[config.mk]
export PLATFORM = sky130hd
export DESIGN_NAME = apb_master_arbiter_flat
export DESIGN_NICKNAME = d
export VERILOG_FILES = /design/src/rtl/apb_master_arbiter_pkg.sv /design/src/rtl/apb_master_arbiter_if.sv /design/src/rtl/apb_master_arbiter_rr_arbiter.sv /design/src/rtl/apb_master_arbiter.sv /design/src/flat_wrapper.sv
export SDC_FILE = /design/constraint.sdc
export NUM_CORES = 1
export LEC_CHECK = 0
export ABC_AREA = 0
export BUFFER_PORTS_ARGS = -buffer_cell sky130_fd_sc_hd__buf_2
export CAP_MARGIN = 30
export CORE_AREA = 4 4 169 171
export CTS_CLUSTER_DIAMETER = 100
export DETAILED_ROUTE_END_ITERATION = 10
export DIE_AREA = 0 0 173 175
export PLACE_DENSITY = 0.6
export SYNTH_ARGS = -nofsm -noshare
export SYNTH_HDL_FRONTEND = slang
export SYNTH_HIERARCHICAL = 1
export SYNTH_SLANG_ARGS = --single-unit
[constraint.sdc]
create_clock -name PCLK -period 4.3 [get_ports PCLK]
set_input_delay 0.43 -clock PCLK [delete_from_list [all_inputs] [get_ports PCLK]]
set_output_delay 0.43 -clock PCLK [all_outputs]
set_load 0.02 [all_outputs]
[src/rtl/apb_master_arbiter_pkg.sv]
// Shared types for the APB master arbiter slice.
//   apb_state_e : APB master sequencer states
//   APB_PROT_W  : PPROT width
//   strb_w()    : PSTRB width for a given data width
package apb_master_arbiter_pkg;
  localparam int APB_PROT_W = 3;

  typedef enum logic [1:0] {IDLE, SETUP, ACCESS} apb_state_e;

  function automatic int strb_w(input int dw);
    return dw / 8;
  endfunction
endpackage

[src/rtl/apb_master_arbiter_if.sv]
// APB bus bundle between the master sequencer and the fabric/completer.
//   master modport : drives PADDR/PPROT/PSEL/PENABLE/PWRITE/PWDATA/PSTRB,
//                    receives PREADY/PRDATA/PSLVERR
//   slave modport  : mirror image, for completer models / checkers
interface apb_master_arbiter_if #(
  parameter int ADDR_WIDTH = 32,
  parameter int DATA_WIDTH = 32
);
  import apb_master_arbiter_pkg::*;

  logic [ADDR_WIDTH-1:0]           PADDR;
  logic [APB_PROT_W-1:0]           PPROT;
  logic                            PSEL;
  logic                            PENABLE;
  logic                            PWRITE;
  logic [DATA_WIDTH-1:0]           PWDATA;
  logic [strb_w(DATA_WIDTH)-1:0]   PSTRB;
  logic                            PREADY;
  logic [DATA_WIDTH-1:0]           PRDATA;
  logic                            PSLVERR;

  modport master (
    output PADDR, PPROT, PSEL, PENABLE, PWRITE, PWDATA, PSTRB,
    input  PREADY, PRDATA, PSLVERR
  );

  modport slave (
    input  PADDR, PPROT, PSEL, PENABLE, PWRITE, PWDATA, PSTRB,
    output PREADY, PRDATA, PSLVERR
  );
endinterface

[src/rtl/apb_master_arbiter_rr_arbiter.sv]
// Round-robin arbiter.
//   PCLK/PRESETn : clock, synchronous active-low reset
//   req          : request vector
//   advance      : grant taken this cycle; pointer moves past the winner
//   gnt/gnt_idx  : one-hot grant and its index (combinational)
//   gnt_any      : at least one request present
module apb_rr_arbiter #(
  parameter int NUM_REQ = 4
) (
  input  logic                                    PCLK,
  input  logic                                    PRESETn,
  input  logic [NUM_REQ-1:0]                      req,
  input  logic                                    advance,
  output logic [NUM_REQ-1:0]                      gnt,
  output logic [(NUM_REQ>1?$clog2(NUM_REQ):1)-1:0] gnt_idx,
  output logic                                    gnt_any
);
  localparam int IW = (NUM_REQ > 1) ? $clog2(NUM_REQ) : 1;

  logic [IW-1:0] ptr_q;
  int            idx;

  // Search starts at the pointer and wraps; first hit wins.
  always_comb begin
    gnt     = '0;
    gnt_idx = '0;
    gnt_any = 1'b0;
    idx     = 0;
    for (int k = 0; k < NUM_REQ; k++) begin
      idx = int'(ptr_q) + k;
      if (idx >= NUM_REQ) idx = idx - NUM_REQ;
      if (!gnt_any && req[idx]) begin
        gnt_any = 1'b1;
        gnt_idx = idx[IW-1:0];
      end
    end
    gnt[gnt_idx] = gnt_any;
  end

  // With a single requester gnt_idx is always 0 == NUM_REQ-1, so ptr stays 0.
  always_ff @(posedge PCLK) begin
    if (!PRESETn)                ptr_q <= '0;
    else if (advance && gnt_any) ptr_q <= (gnt_idx == IW'(NUM_REQ-1)) ? '0 : gnt_idx + 1'b1;
  end
endmodule

[src/rtl/apb_master_arbiter.sv]
// Round-robin arbiter + APB master sequencer sharing one APB port among NUM_REQ requesters.
//   PCLK/PRESETn     : clock, synchronous active-low reset
//   req_*            : per-requester request payload (req 0 in LSBs), req_ready accept pulse
//   rsp_valid        : one-hot completion pulse; rsp_rdata/rsp_err valid alongside
//   apb              : APB master port (interface, master modport)
module apb_master_arbiter
  import apb_master_arbiter_pkg::*;
#(
  parameter  int NUM_REQ    = 4,
  parameter  int ADDR_WIDTH = 32,
  parameter  int DATA_WIDTH = 32,
  localparam int STRB_W     = strb_w(DATA_WIDTH)
) (
  input  logic                                     PCLK,
  input  logic                                     PRESETn,
  input  logic [NUM_REQ-1:0]                       req_valid,
  output logic [NUM_REQ-1:0]                       req_ready,
  input  logic [NUM_REQ-1:0][ADDR_WIDTH-1:0]       req_addr,
  input  logic [NUM_REQ-1:0]                       req_write,
  input  logic [NUM_REQ-1:0][DATA_WIDTH-1:0]       req_wdata,
  input  logic [NUM_REQ-1:0][STRB_W-1:0]           req_strb,
  input  logic [NUM_REQ-1:0][APB_PROT_W-1:0]       req_prot,
  output logic [NUM_REQ-1:0]                       rsp_valid,
  output logic [DATA_WIDTH-1:0]                    rsp_rdata,
  output logic                                     rsp_err,
  apb_master_arbiter_if.master                     apb
);
  localparam int IW = (NUM_REQ > 1) ? $clog2(NUM_REQ) : 1;

  apb_state_e               state_q, state_d;
  logic [NUM_REQ-1:0]       gnt;
  logic [IW-1:0]            gnt_idx, owner_q;
  logic                     gnt_any, grant_point, done;
  logic                     psel_q, penable_q, pwrite_q;
  logic [ADDR_WIDTH-1:0]    paddr_q;
  logic [DATA_WIDTH-1:0]    pwdata_q;
  logic [STRB_W-1:0]        pstrb_q;
  logic [APB_PROT_W-1:0]    pprot_q;

  assign done        = (state_q == ACCESS) && apb.PREADY;
  assign grant_point = (state_q == IDLE) || done;
  assign req_ready   = gnt & {NUM_REQ{grant_point}};

  apb_rr_arbiter #(.NUM_REQ(NUM_REQ)) u_arb (
    .PCLK    (PCLK),
    .PRESETn (PRESETn),
    .req     (req_valid),
    .advance (grant_point),
    .gnt     (gnt),
    .gnt_idx (gnt_idx),
    .gnt_any (gnt_any)
  );

  always_comb begin
    state_d = state_q;
    case (state_q)
      IDLE:    if (gnt_any) state_d = SETUP;
      SETUP:   state_d = ACCESS;
      ACCESS:  if (apb.PREADY) state_d = gnt_any ? SETUP : IDLE;
      default: state_d = IDLE;
    endcase
  end

  // PSEL/PENABLE are flopped from next state so the APB side is glitch-free.
  always_ff @(posedge PCLK) begin
    if (!PRESETn) begin
      state_q   <= IDLE;
      psel_q    <= 1'b0;
      penable_q <= 1'b0;
      paddr_q   <= '0;
      pwrite_q  <= 1'b0;
      pwdata_q  <= '0;
      pstrb_q   <= '0;
      pprot_q   <= '0;
      owner_q   <= '0;
      rsp_valid <= '0;
      rsp_rdata <= '0;
      rsp_err   <= 1'b0;
    end else begin
      state_q   <= state_d;
      psel_q    <= (state_d != IDLE);
      penable_q <= (state_d == ACCESS);
      if (grant_point && gnt_any) begin
        paddr_q  <= req_addr[gnt_idx];
        pwrite_q <= req_write[gnt_idx];
        pwdata_q <= req_write[gnt_idx] ? req_wdata[gnt_idx] : '0;
        pstrb_q  <= req_write[gnt_idx] ? req_strb[gnt_idx]  : '0;
        pprot_q  <= req_prot[gnt_idx];
        owner_q  <= gnt_idx;
      end
      rsp_valid <= '0;
      if (done) begin
        rsp_valid[owner_q] <= 1'b1;
        rsp_rdata          <= pwrite_q ? '0 : apb.PRDATA;
        rsp_err            <= apb.PSLVERR;
      end
    end
  end

  assign apb.PSEL    = psel_q;
  assign apb.PENABLE = penable_q;
  assign apb.PADDR   = paddr_q;
  assign apb.PWRITE  = pwrite_q;
  assign apb.PWDATA  = pwdata_q;
  assign apb.PSTRB   = pstrb_q;
  assign apb.PPROT   = pprot_q;
endmodule
[src/flat_wrapper.sv]
// flat-port wrapper written by rule: the top's interface ports become plain ports
module apb_master_arbiter_flat import apb_master_arbiter_pkg::*;
#(
  parameter  int NUM_REQ    = 4,
  parameter  int ADDR_WIDTH = 32,
  parameter  int DATA_WIDTH = 32,
  localparam int STRB_W     = strb_w(DATA_WIDTH)
)
  (PCLK, PRESETn, req_valid, req_ready, req_addr, req_write, req_wdata, req_strb, req_prot, rsp_valid, rsp_rdata, rsp_err, apb_PADDR, apb_PPROT, apb_PSEL, apb_PENABLE, apb_PWRITE, apb_PWDATA, apb_PSTRB, apb_PREADY, apb_PRDATA, apb_PSLVERR);
  apb_master_arbiter_if #(.ADDR_WIDTH(ADDR_WIDTH), .DATA_WIDTH(DATA_WIDTH)) apb_i ();
  input  logic PCLK;
  input  logic PRESETn;
  input  logic [NUM_REQ-1:0] req_valid;
  output logic [NUM_REQ-1:0] req_ready;
  input  logic [NUM_REQ-1:0][ADDR_WIDTH-1:0] req_addr;
  input  logic [NUM_REQ-1:0] req_write;
  input  logic [NUM_REQ-1:0][DATA_WIDTH-1:0] req_wdata;
  input  logic [NUM_REQ-1:0][STRB_W-1:0] req_strb;
  input  logic [NUM_REQ-1:0][APB_PROT_W-1:0] req_prot;
  output logic [NUM_REQ-1:0] rsp_valid;
  output logic [DATA_WIDTH-1:0] rsp_rdata;
  output logic rsp_err;
  output wire logic [$bits(apb_i.PADDR)-1:0] apb_PADDR;
  output wire logic [$bits(apb_i.PPROT)-1:0] apb_PPROT;
  output wire logic [$bits(apb_i.PSEL)-1:0] apb_PSEL;
  output wire logic [$bits(apb_i.PENABLE)-1:0] apb_PENABLE;
  output wire logic [$bits(apb_i.PWRITE)-1:0] apb_PWRITE;
  output wire logic [$bits(apb_i.PWDATA)-1:0] apb_PWDATA;
  output wire logic [$bits(apb_i.PSTRB)-1:0] apb_PSTRB;
  input wire logic [$bits(apb_i.PREADY)-1:0] apb_PREADY;
  input wire logic [$bits(apb_i.PRDATA)-1:0] apb_PRDATA;
  input wire logic [$bits(apb_i.PSLVERR)-1:0] apb_PSLVERR;
  assign apb_PADDR = apb_i.PADDR;
  assign apb_PPROT = apb_i.PPROT;
  assign apb_PSEL = apb_i.PSEL;
  assign apb_PENABLE = apb_i.PENABLE;
  assign apb_PWRITE = apb_i.PWRITE;
  assign apb_PWDATA = apb_i.PWDATA;
  assign apb_PSTRB = apb_i.PSTRB;
  assign apb_i.PREADY = apb_PREADY;
  assign apb_i.PRDATA = apb_PRDATA;
  assign apb_i.PSLVERR = apb_PSLVERR;
  apb_master_arbiter #(.NUM_REQ(NUM_REQ), .ADDR_WIDTH(ADDR_WIDTH), .DATA_WIDTH(DATA_WIDTH)) u_core (.PCLK(PCLK), .PRESETn(PRESETn), .req_valid(req_valid), .req_ready(req_ready), .req_addr(req_addr), .req_write(req_write), .req_wdata(req_wdata), .req_strb(req_strb), .req_prot(req_prot), .rsp_valid(rsp_valid), .rsp_rdata(rsp_rdata), .rsp_err(rsp_err), .apb(apb_i));
endmodule
==> qor.csv, run 1 <==
stage,metric,value,unit
power,cell leakage power,4.40,nW
routing,routed len/inst,19.8,um
layout,fraction of layout cells with a size suffix above 1,57.5,%
routing,Vias,6670,
routing,vias per std cell,5.00,
critical_path,crit path DAT,2.61,ns
floorplanning,# IOs,443,
power,total power,3.94,mW
timing,Fmax,329,MHz
power,pwr/cell area,425,nW/um2
timing,Min Hold Slack,0.229,ns
grt,GRT Total Usage,16.6,%
layout,"most common cell after layout, fill and taps aside",buf_2,
grt,M3 GR Usage,4.57,%
power,VDD IR-drop max,0.225,mV
layout,Synth-to-Final Area Change,48.2,%
routing,Pre-antenna DRT Iters,5,
critical_path,WP data required,3.87,ns
critical_path,Worst Setup EP,req_ready[3],
critical_path,Crit. Startpoint,u_core/u_arb/ptr_q[1],
clock_network,CTS tree,built,
logic_synthesis,top_reg_cell synth,dfxtp_1,
critical_path,CP Cell Sequence,a21o_1 > a21oi_1 > o22a_4 > ha_1 > nor2b_1 > and3_1 > buf_2,
worst_hold_path,Hold Path Class,in -> reg,
logic_synthesis,Yosys reg bits,117,
floorplanning,starting density of the core,23.3,%
logic_synthesis,Synth Area in XOR/XNOR,0,%
logic_synthesis,sequential fraction of the synthesis area,37.4,%
timing,RSZ-0062 raised after global routing,no,
critical_path,Critical Path End Type,primary output,
place,routability cong.,0.870,
logic_synthesis,Post-Synth Adder-Cell Area,0.800,%
timing,period utilisation layout,70.6,%
critical_path,Reg2Reg Depth,7,
clock_network,setup bufs post-CTS,0,
grt,initial antenna violation count,1,
critical_path,Setup Crit Path Kind,reg -> out,
critical_path,R2R Setup Slk,1.49,ns
timing,"Slew Viols, Final",0,
floorplanning,Die Ht,175,um
critical_path,CP Launch Type,flop,
critical_path,FF-to-FF End,u_core/apb.PWDATA[23],
clock_network,CTS Buf Count,17,
critical_path,CP max stage delay,0.61,ns
timing,Layout Skew,0.0118,ns
floorplanning,Die X-Extent,173,um
layout,Final nets,1312,
outcome,outcome,completed,
logic_synthesis,Cells after Synth,575,
grt,GRT overflow,0,
timing,Final Critical Period,3.04,ns
logic_synthesis,Synth Area in Compound Gates,17.5,%
grt,vias in the first global route,6860,
place,DP HPWL,19700,um
clock_network,Hold Buf Count CTS,0,
critical_path,Bufs and invs on worst path,1,
clock_network,# clock sinks,117,
clock_network,post_cts resized,0,
flow_run,MaxCap Viol Count,0,
critical_path,critical path's top delay family,compound AO/OA/AOI/OAI gates,
logic_synthesis,synth unique cells,41,
logic_synthesis,synth warn,6,
routing,DR iter-0 viols,362,
grt,largest net degree at the start of global routing,46,
grt,GR met1 Demand/Resource,20.4,%
grt,GRT busiest layer,met2,
logic_synthesis,Syn Std Cell Area,6260,um2
layout,most frequent cells in the layout,"442 x buf_2, 116 x dfxtp_1, 73 x nand2_1",
logic_synthesis,post-synthesis simple-gate area fraction,11.6,%
floorplanning,Core Rows,60,
logic_synthesis,Post-synth ARST share,0,%
timing,Fin Setup TNS,0,ns
critical_path,stages on the worst setup path,7,
logic_synthesis,largest family of logic cells by synthesized area,multiplexers,
logic_synthesis,Syn Nets,907,
layout,diode count,0,
floorplanning,DIE AREA,30300,um2
clock_network,H-tree depth,4,
logic_synthesis,multiplexer share of the synthesized area,26.2,%
clock_network,Clock transition at path regs,0.06,ns
clock_network,Clk Tree Root Cell,clkbuf_16,
timing,Fin. Hold Viols,0,
critical_path,CP max stage cell,o22a_4,
place,port buffer count,442,
layout,fin util,34.5,%
timing,Worst slew margin,37.6,%
timing,worst slew pin tran,0.937,ns
clock_network,worst-case clock buffer depth,2,
critical_path,CP Max Fanout,44,
floorplanning,Core ar.,26900,um2
routing,DR DRC count,0,
routing,final WL,26400,um
grt,first-pass GRT wire length,39600,um
logic_synthesis,"EDFF count, synth",0,
routing,Routed Antenna Nets,0,
clock_network,clock latency on the worst-skew pair,0.41,ns
grt,GRT met2 Usage,28.2,%
logic_synthesis,syn_area_per_cell,10.9,um2
critical_path,RR Startpoint,u_core/u_arb/ptr_q[1],
timing,# setup viols final,0,
[registers in the layout (all words and copies together) (netlist names)]
name / cells
u_core/apb.PSEL: 1
u_core/apb.PPROT: 3
u_core/apb.PWRITE: 1
u_core/owner_q: 2
u_core/apb.PWDATA: 32
u_core/state_q: 2
u_core/apb.PENABLE: 1
u_core/u_arb/ptr_q: 2
u_core/apb.PSTRB: 4
u_core/rsp_valid: 4
u_core/rsp_err: 1
u_core/rsp_rdata: 32
u_core/apb.PADDR: 32
[per-stage QoR]
step           instance area [um2]  std cells  setup slack (ns)
4_1_cts                       9270       1334              1.19
3_3_place_gp                  8660       1300              1.40
6_report                      9270       1334              1.26
2_1_floorplan                 6260        575              2.28
3_5_place_dp                  8700       1302              1.35
5_1_grt                       9270       1334              1.10
[cells in the mapped netlist, types with 2 or more instances]
| cell type | number | share of area, % |
|---|---|---|
| nor3b_1 | 3 | 0.36 |
| nor3_1 | 2 | 0.16 |
| nor2_1 | 5 | 0.30 |
| buf_1 | 3 | 0.18 |
| inv_1 | 7 | 0.42 |
| o22ai_1 | 37 | 3.7 |
| ha_1 | 4 | 0.80 |
| and3_1 | 5 | 0.50 |
| mux4_2 | 72 | 26 |
| nand2b_1 | 3 | 0.30 |
| buf_4 | 3 | 0.36 |
| mux2i_1 | 2 | 0.32 |
| clkbuf_1 | 27 | 1.6 |
| buf_6 | 9 | 1.6 |
| nor2b_1 | 5 | 0.50 |
| and2_1 | 2 | 0.20 |
| a22o_1 | 32 | 4.5 |
| dfxtp_1 | 117 | 37 |
| nand2_1 | 73 | 4.4 |
| o31ai_1 | 38 | 4.6 |
| a21oi_1 | 43 | 3.4 |
| buf_2 | 27 | 2.2 |
| nand4_1 | 38 | 3.8 |
[worst min path at each step]
stage	start	to	cells past startpoint
after floorplan	u_core/owner_q[1]	u_core/rsp_valid[1]	1
after CTS	apb_PRDATA[26]	u_core/rsp_rdata[26]	2
final	apb_PRDATA[30]	u_core/rsp_rdata[30]	2
after detailed placement	u_core/apb.PWDATA[13]	u_core/apb.PWDATA[13]	2
after global placement	u_core/apb.PWDATA[28]	u_core/apb.PWDATA[28]	2
after global routing	apb_PRDATA[16]	u_core/rsp_rdata[16]	2
[cell type report]
| cell class | instances | area [um2] |
|---|---|---|
| Fill cell | 2740 | 17600 |
| Multi-Input combinational cell | 380 | 3540 |
| Timing Repair Buffer | 455 | 2350 |
| Sequential cell | 117 | 2340 |
| Tap cell | 341 | 427 |
| Clock buffer | 17 | 425 |
| Clock inverter | 15 | 145 |
| Inverter | 9 | 33.8 |
[power by group]
group          internal (mW)  switching (mW)
sequential              1.20          0.0696
clock                  0.811           0.585
combinational          0.603           0.673
total                   2.61            1.33
[routing by layer]
metal | vias to the layer above | wire length, um
met2 | 310 | 13100
met3 | 31 | 1890
met5 | - | 7
li1 | 3072 | -
met4 | 2 | 503
met1 | 3255 | 10800
[cell families after synthesis]
group / count (synthesis)
AO/OA/AOI/OAI: 158
adder cells (fa/ha/maj): 4
buffers and inverters: 78
flip-flops: 117
multiplexers: 74
AND/OR/NAND/NOR: 144
No activity file was read; power rests on OpenSTA's default activity.
==> run 2: changes to the inputs <==
ABC_AREA = 1   (was 0)
CORE_AREA = 4 4 168 170   (was 4 4 169 171)
DIE_AREA = 0 0 172 174   (was 0 0 173 175)
PLACE_DENSITY = 0.65   (was 0.6)
clock period = 3 ns   (was 4.3 ns; I/O delays follow)
==> qor.csv, run 2 <==
stage,metric,value,unit,change
outcome,outcome,completed,,unchanged
logic_synthesis,"EDFF count, synth",0,,unchanged
floorplanning,Die X-Extent,172,um,was 173 um
logic_synthesis,Post-Synth Adder-Cell Area,0.689,%,was 0.800%
logic_synthesis,synth unique cells,26,,was 41
power,combinational share of power,64.6,%,was 32.4%
logic_synthesis,post-synthesis simple-gate area fraction,35.4,%,was 11.6%
logic_synthesis,largest family of logic cells by synthesized area,simple AND/OR/NAND/NOR gates,,was multiplexers
timing,Layout Skew,0.0219,ns,was 0.0118 ns
logic_synthesis,Synth Area in XOR/XNOR,0,%,unchanged
logic_synthesis,Yosys reg bits,117,,unchanged
power,switching part of the total power,52.0,%,was 33.7%
critical_path,critical path's top delay family,simple AND/OR/NAND/NOR gates,,was compound AO/OA/AOI/OAI gates
logic_synthesis,synth warn,6,,unchanged
place,Post-DP Area,9660,um2,was 8700 um2
clock_network,clock latency on the worst-skew pair,0.42,ns,was 0.41 ns
routing,vias per std cell,4.64,,was 5.00
critical_path,RR Startpoint,u_core/u_arb/ptr_q[0],,was u_core/u_arb/ptr_q[1]
timing,period utilisation layout,92.3,%,
logic_synthesis,Synth Area in Compound Gates,16.0,%,was 17.5%
worst_hold_path,hold_sp,apb_PSLVERR,,was apb_PRDATA[30]
routing,Vias,9154,,was 6670
floorplanning,Core Rows,60,,unchanged
flow_run,MaxCap Viol Count,0,,unchanged
timing,Fin Setup TNS,0,ns,unchanged
logic_synthesis,sequential fraction of the synthesis area,32.3,%,was 37.4%
critical_path,Crit. Startpoint,u_core/u_arb/ptr_q[0],,was u_core/u_arb/ptr_q[1]
clock_network,H-tree depth,4,,unchanged
layout,Synth-to-Final Area Change,41.8,%,was 48.2%
clock_network,Clk Tree Root Cell,clkbuf_16,,unchanged
logic_synthesis,top_reg_cell synth,dfxtp_1,,unchanged
power,VDD IR-drop max,0.689,mV,was 0.225 mV
grt,first-pass GRT wire length,44400,um,was 39600 um
floorplanning,# IOs,443,,unchanged
timing,"Slew Viols, Final",0,,unchanged
critical_path,WP data required,2.70,ns,was 3.87 ns
place,DP HPWL,22500,um,was 19700 um
clock_network,Hold Buf Count CTS,0,,unchanged
floorplanning,Die Ht,174,um,was 175 um
clock_network,Clock transition at path regs,0.06,ns,about the same
layout,Final nets,1949,,was 1312
critical_path,Setup Crit Path Kind,reg -> out,,unchanged
critical_path,CP Launch Type,flop,,unchanged
grt,GRT overflow,0,,unchanged
clock_network,worst-case clock buffer depth,2,,unchanged
worst_hold_path,Hold Path Class,in -> reg,,unchanged
timing,Min Hold Slack,0.148,ns,was 0.229 ns
power,Switch Pwr,6.22,mW,was 1.33 mW
clock_network,CTS Buf Count,17,,unchanged
critical_path,Critical Path End Type,primary output,,unchanged
grt,GRT Total Usage,18.4,%,was 16.6%
logic_synthesis,Yosys top cell area share,32.3,%,was 37.4%
floorplanning,Core ar.,26700,um2,was 26900 um2
power,sequential power share,17.8,%,was 32.2%
timing,Worst slew margin,35.4,%,was 37.6%
logic_synthesis,ranking of synthesized cells by area,"dfxtp_1 32%, nand2_1 15%, nand3_1 10%, o21ai_0 9.0%, inv_1 8.9%",,"was dfxtp_1 37%, mux4_2 26%, o31ai_1 4.6%, a22o_1 4.5%, nand2_1 4.4%"
critical_path,CP max stage delay,0.38,ns,was 0.61 ns
place,routability cong.,0.922,,was 0.870
place,port buffer count,442,,unchanged
timing,Fmax,361,MHz,
power,pwr/cell area,1160,nW/um2,was 425 nW/um2
critical_path,CP Max Fanout,13,,was 44
routing,routed len/inst,14.8,um,was 19.8 um
logic_synthesis,syn_area_per_cell,5.95,um2,was 10.9 um2
routing,Pre-antenna DRT Iters,5,,unchanged
logic_synthesis,"area leader, netlist",dfxtp_1,,unchanged
timing,worst slew pin tran,0.969,ns,was 0.937 ns
logic_synthesis,Syn Std Cell Area,7260,um2,was 6260 um2
grt,vias in the first global route,8622,,was 6860
logic_synthesis,Post-synth ARST share,0,%,unchanged
routing,DR DRC count,0,,unchanged
timing,Fin. Hold Viols,0,,unchanged
routing,DR iter-0 viols,652,,was 362
critical_path,CP max stage cell,dfxtp_4,,was o22a_4
power,cell leakage power,5.81,nW,was 4.40 nW
timing,Final Critical Period,2.77,ns,
timing,# setup viols final,0,,unchanged
power,internal cell power,5.73,mW,was 2.61 mW
clock_network,CTS tree,built,,unchanged
grt,largest net degree at the start of global routing,105,,was 46
routing,Routed Antenna Nets,0,,unchanged
layout,fraction of layout cells with a size suffix above 1,32.2,%,was 57.5%
routing,final WL,29300,um,was 26400 um
clock_network,# clock sinks,117,,unchanged
logic_synthesis,"top cells by count, synth","292 x nand2_1, 172 x inv_1, 153 x nor2_1",,"was 117 x dfxtp_1, 73 x nand2_1, 72 x mux4_2"
layout,most frequent cells in the layout,"442 x buf_2, 291 x nand2_1, 172 x inv_1",,"was 442 x buf_2, 116 x dfxtp_1, 73 x nand2_1"
logic_synthesis,multiplexer share of the synthesized area,0,%,was 26.2%
floorplanning,DIE AREA,29900,um2,was 30300 um2
grt,initial antenna violation count,5,,was 1
layout,"most common cell after layout, fill and taps aside",buf_2,,unchanged
logic_synthesis,Cells after Synth,1220,,was 575
floorplanning,starting density of the core,27.2,%,was 23.3%
logic_synthesis,Syn Nets,1552,,was 907
critical_path,CP Cell Sequence,buf_4 > nand2_1 > o21ai_1 > nand2_1 > nand2_2 > nor2_4 > nand3_4 > nand2_4 > nand2_8 > inv_1 > ha_1 > nand2_1 > inv_1 > inv_1 > nor2_1 > buf_2,,was a21o_1 > a21oi_1 > o22a_4 > ha_1 > nor2b_1 > and3_1 > buf_2
layout,fin area,10300,um2,was 9270 um2
critical_path,Bufs and invs on worst path,5,,was 1
power,Clock power frac,17.6,%,was 35.4%
logic_synthesis,most common cell in the netlist,nand2_1,,was dfxtp_1
timing,RSZ-0062 raised after global routing,no,,unchanged
critical_path,crit path DAT,2.47,ns,was 2.61 ns
-- run 2: cell types whose count changed after synthesis, moves of 12 or more --
cell	previous run	this run
nand2_1	73	292
inv_1	7	172
nand3_1	0	148
nor2_1	5	153
o21ai_0	1	131
mux4_2	72	0
o31ai_1	38	0
nand4_1	38	1
a22o_1	32	0
clkbuf_1	27	41
o21ai_1	0	12
-- run 2: power by group through the flow --
stage / Clock [mW] / Combinational [mW] / Sequential, mW
3_3_place_gp: 0 / 7.62 / 2.15
3_5_place_dp: 0 / 7.69 / 2.15
4_1_cts: 2.19 / 7.72 / 2.13
5_1_grt: 2.26 / 8.64 / 2.17
6_report: 2.11 / 7.72 / 2.13
2_1_floorplan: 0 / 5.47 / 2.50
-- run 2: worst paths after layout --
path,end,slack (ns),depth (start not counted)
max reg2reg,u_core/apb.PWDATA[8],0.44,14
min,u_core/rsp_err,0.15,3
max,req_ready[2],0.23,16
min reg2reg,u_core/rsp_valid[0],0.45,1
-- run 2: metal layers --
| layer | wire, um | vias up | track usage, % |
|---|---|---|---|
| met3 | 2160 | 61 | 4.80 |
| met1 | 11900 | 4094 | 22.1 |
| li1 | - | 4633 | - |
| met4 | 822 | 4 | 6.78 |
| met5 | 27 | - | 0 |
| met2 | 14400 | 362 | 31.5 |
-- run 2: worst reg2reg max path, cell delays in order (launching register included) --
cell     delay, ns
dfxtp_4       0.41
buf_4         0.14
nand2_1       0.05
o21ai_1       0.13
nand2_1       0.13
nand2_2       0.10
nor2_4        0.05
nand4_1       0.11
nand3_4       0.13
inv_2         0.34
nand3_1       0.15
nand2_2       0.26
buf_4         0.25
nand3_1       0.09
a21oi_1       0.15
-- run 2: timing repair --
action,CTS,global route
resized for setup,1,3
endpoints found under the setup margin,2,2
cloned,0,0
buffers inserted,0,2
-- run 2: final cells by class --
cell class / instances / area (um2)
fill: 2922 / 16400
multi-input combinational: 838 / 3810
timing repair buffer: 464 / 2430
sequential: 117 / 2350
inverter: 179 / 674
clock buffer: 18 / 439
tap: 341 / 427
clock inverter: 14 / 165
antenna: 3 / 7.51
-- run 2: kinds of logic (layout without fill, tap and decap cells) --
logic type	after synthesis	in the layout
and+or+nand+nor	613	613
buffers and inverters	265	675
AOI/OAI and AO/OA	221	221
DFF	117	117
adders and majority gates	4	4
other	0	3
-- run 2: per-stage QoR --
stage / power [mW] / setup slack, ns / instances / utilization (%)
after CTS: 12.0 / 0.123 / 1969 / 38.4
final: 12.0 / 0.230 / 1974 / 38.5
after global routing: 13.1 / 0.00329 / 1974 / 38.5
after floorplan: 7.97 / 0.895 / 1220 / -
after global placement: 9.76 / 0.390 / 1937 / 36.1
after detailed placement: 9.85 / 0.244 / 1937 / 36.1
==> run 3: changes to the inputs <==
BUFFER_PORTS_ARGS = -buffer_cell sky130_fd_sc_hd__buf_4   (was -buffer_cell sky130_fd_sc_hd__buf_2)
HOLD_SLACK_MARGIN = 0.06   (was unset)
==> qor.csv, run 3 (synthesized netlist as in run 2, its figures left out) <==
stage,metric,value,unit,change
timing,Worst slew margin,34.3,%,was 35.4%
routing,post-route met1 wirelength,12100,um,was 11900 um
grt,first-pass GRT wire length,45800,um,was 44400 um
power,total power,12.4,mW,was 12.0 mW
floorplanning,Die X-Extent,172,um,unchanged
grt,GRT overflow,0,,unchanged
floorplanning,Core ar.,26700,um2,unchanged
timing,Fin. Hold Viols,0,,unchanged
critical_path,Setup Crit Path Kind,reg -> out,,unchanged
floorplanning,# IOs,443,,unchanged
clock_network,Clk Tree Root Cell,clkbuf_16,,unchanged
clock_network,# clock sinks,117,,unchanged
place,Post-DP Area,10800,um2,was 9660 um2
critical_path,WP data required,2.70,ns,about the same
critical_path,critical path's top delay family,simple AND/OR/NAND/NOR gates,,unchanged
timing,final setup margin,0.188,ns,was 0.230 ns
grt,initial antenna violation count,2,,was 5
timing,Fin Setup TNS,0,ns,unchanged
power,pwr/cell area,1090,nW/um2,was 1160 nW/um2
floorplanning,Die Ht,174,um,unchanged
routing,Routed Antenna Nets,0,,unchanged
timing,Final Critical Period,2.81,ns,was 2.77 ns
place,placed insts,1934,,was 1937
outcome,outcome,completed,,unchanged
clock_network,Clock transition at path regs,0.06,ns,about the same
timing,"Slew Viols, Final",0,,unchanged
place,port buffer count,442,,unchanged
worst_hold_path,Hold Path Class,in -> reg,,unchanged
clock_network,worst-case clock buffer depth,2,,unchanged
layout,Filler cells,2844,,was 2922
routing,max layer used,met5,,unchanged
timing,worst slew pin tran,0.984,ns,was 0.969 ns
layout,"most common cell after layout, fill and taps aside",buf_4,,was buf_2
critical_path,CP Cell Sequence,inv_2 > nand2_1 > nand2_1 > nand2_1 > nand2_2 > nor2_4 > nand3_4 > nand2_4 > nand2_8 > inv_1 > ha_1 > nand2_1 > inv_1 > inv_1 > nor2_1 > buf_4,,was buf_4 > nand2_1 > o21ai_1 > nand2_1 > nand2_2 > nor2_4 > nand3_4 > nand2_4 > nand2_8 > inv_1 > ha_1 > nand2_1 > inv_1 > inv_1 > nor2_1 > buf_2
routing,DR WL met2,15500,um,was 14400 um
timing,RSZ-0062 raised after global routing,yes,,was no
critical_path,crit path DAT,2.51,ns,was 2.47 ns
routing,DR DRC count,0,,unchanged
clock_network,CTS Buf Count,17,,unchanged
critical_path,CP max stage delay,0.41,ns,was 0.38 ns
grt,GRT Total Usage,19.1,%,was 18.4%
routing,routed len/inst,15.5,um,was 14.8 um
critical_path,CP Max Fanout,16,,was 13
power,VDD IR-drop max,0.628,mV,was 0.689 mV
routing,met3 WL,2010,um,was 2160 um
critical_path,CP Launch Type,flop,,unchanged
layout,most frequent cells in the layout,"454 x buf_4, 291 x nand2_1, 172 x inv_1",,"was 442 x buf_2, 291 x nand2_1, 172 x inv_1"
place,Setup WS pre-CTS,0.339,ns,was 0.244 ns
layout,fraction of layout cells with a size suffix above 1,32.1,%,was 32.2%
power,cell leakage power,6.09,nW,was 5.81 nW
grt,largest net degree at the start of global routing,80,,was 105
layout,Finished Layout Cells,1968,,was 1974
layout,fin util,42.6,%,was 38.5%
place,routability cong.,0.890,,was 0.922
layout,Synth-to-Final Area Change,56.9,%,was 41.8%
flow_run,MaxCap Viol Count,0,,unchanged
timing,Fmax,356,MHz,was 361 MHz
critical_path,CP max stage cell,dfxtp_2,,was dfxtp_4
routing,Pre-antenna DRT Iters,5,,unchanged
clock_network,clock latency on the worst-skew pair,0.41,ns,was 0.42 ns
clock_network,H-tree depth,4,,unchanged
clock_network,CTS tree,built,,unchanged
timing,# setup viols final,0,,unchanged
layout,Final nets,1946,,was 1949
place,DP HPWL,23300,um,was 22500 um
timing,Layout Skew,0.0149,ns,was 0.0219 ns
timing,period utilisation layout,93.7,%,was 92.3%
critical_path,Worst path most repeated cell,nand2_1,,
grt,vias in the first global route,8861,,was 8622
floorplanning,Core Rows,60,,unchanged
floorplanning,DIE AREA,29900,um2,unchanged
routing,Vias,9131,,was 9154
routing,vias per std cell,4.64,,about the same
routing,final WL,30500,um,was 29300 um
critical_path,Bufs and invs on worst path,5,,unchanged
layout,fin area,11400,um2,was 10300 um2
routing,DR iter-0 viols,497,,was 652
timing,Min Hold Slack,0.147,ns,was 0.148 ns
layout,diode count,0,,was 3
critical_path,Critical Path End Type,primary output,,unchanged
floorplanning,starting density of the core,27.2,%,unchanged
-- run 3: cell types whose count changed in the layout (fill, tap and decap cells not counted), moves of 2 or more --
cell        change
buf_4         +436
buf_2         -442
clkinvlp_4      +2
buf_12          +3
diode_2         -3
-- run 3: layout make-up --
cell class	count	area [um2]	share of cell area, %
flip-flops and latches	117	2340	20.6
repair buffers	461	3550	31.1
well taps	341	427	3.74
clock inverters	15	164	1.44
inverters	179	674	5.92
multi-input cells	838	3810	33.4
clock buffers	17	425	3.73
-- run 3: worst reg2reg max path, stage by stage (launching register included) --
cell     delay, ns
dfxtp_2       0.41
inv_2         0.10
nand2_1       0.08
nand2_1       0.10
nand2_1       0.12
nand2_2       0.08
nor2_4        0.13
nand4_1       0.15
nand3_4       0.14
buf_4         0.22
buf_4         0.35
buf_4         0.25
nand3_1       0.10
nand2_1       0.09
nand3_1       0.07
a21oi_1       0.13
-- run 3: repair_timing --
item,4_1_cts,5_1_grt
buffers inserted,0,2
resized for setup,0,3
setup endpoints to repair,0,4
hold buffers,0,0
-- run 3: where the power goes --
part	total, mW	internal, mW	switching, mW
sequential	2.14	1.93	0.212
clock	2.02	1.18	0.847
combinational	8.25	2.92	5.33
-- run 3: final timing paths --
check / from / endpoint / slack, ns / depth (start not counted)
worst max-delay path: u_core/u_arb/ptr_q[0] / req_ready[0] / 0.19 / 16
worst min register to register: u_core/owner_q[0] / u_core/rsp_valid[2] / 0.47 / 1
worst min-delay path: apb_PSLVERR / u_core/rsp_err / 0.15 / 3
worst max register to register: u_core/u_arb/ptr_q[0] / u_core/apb.PWDATA[20] / 0.40 / 15
-- run 3: per-layer routing --
layer	vias up	GRT usage (%)
met4	2	6.85
met1	4111	22.3
met5	-	0
met3	56	4.78
met2	342	33.8
li1	4620	-
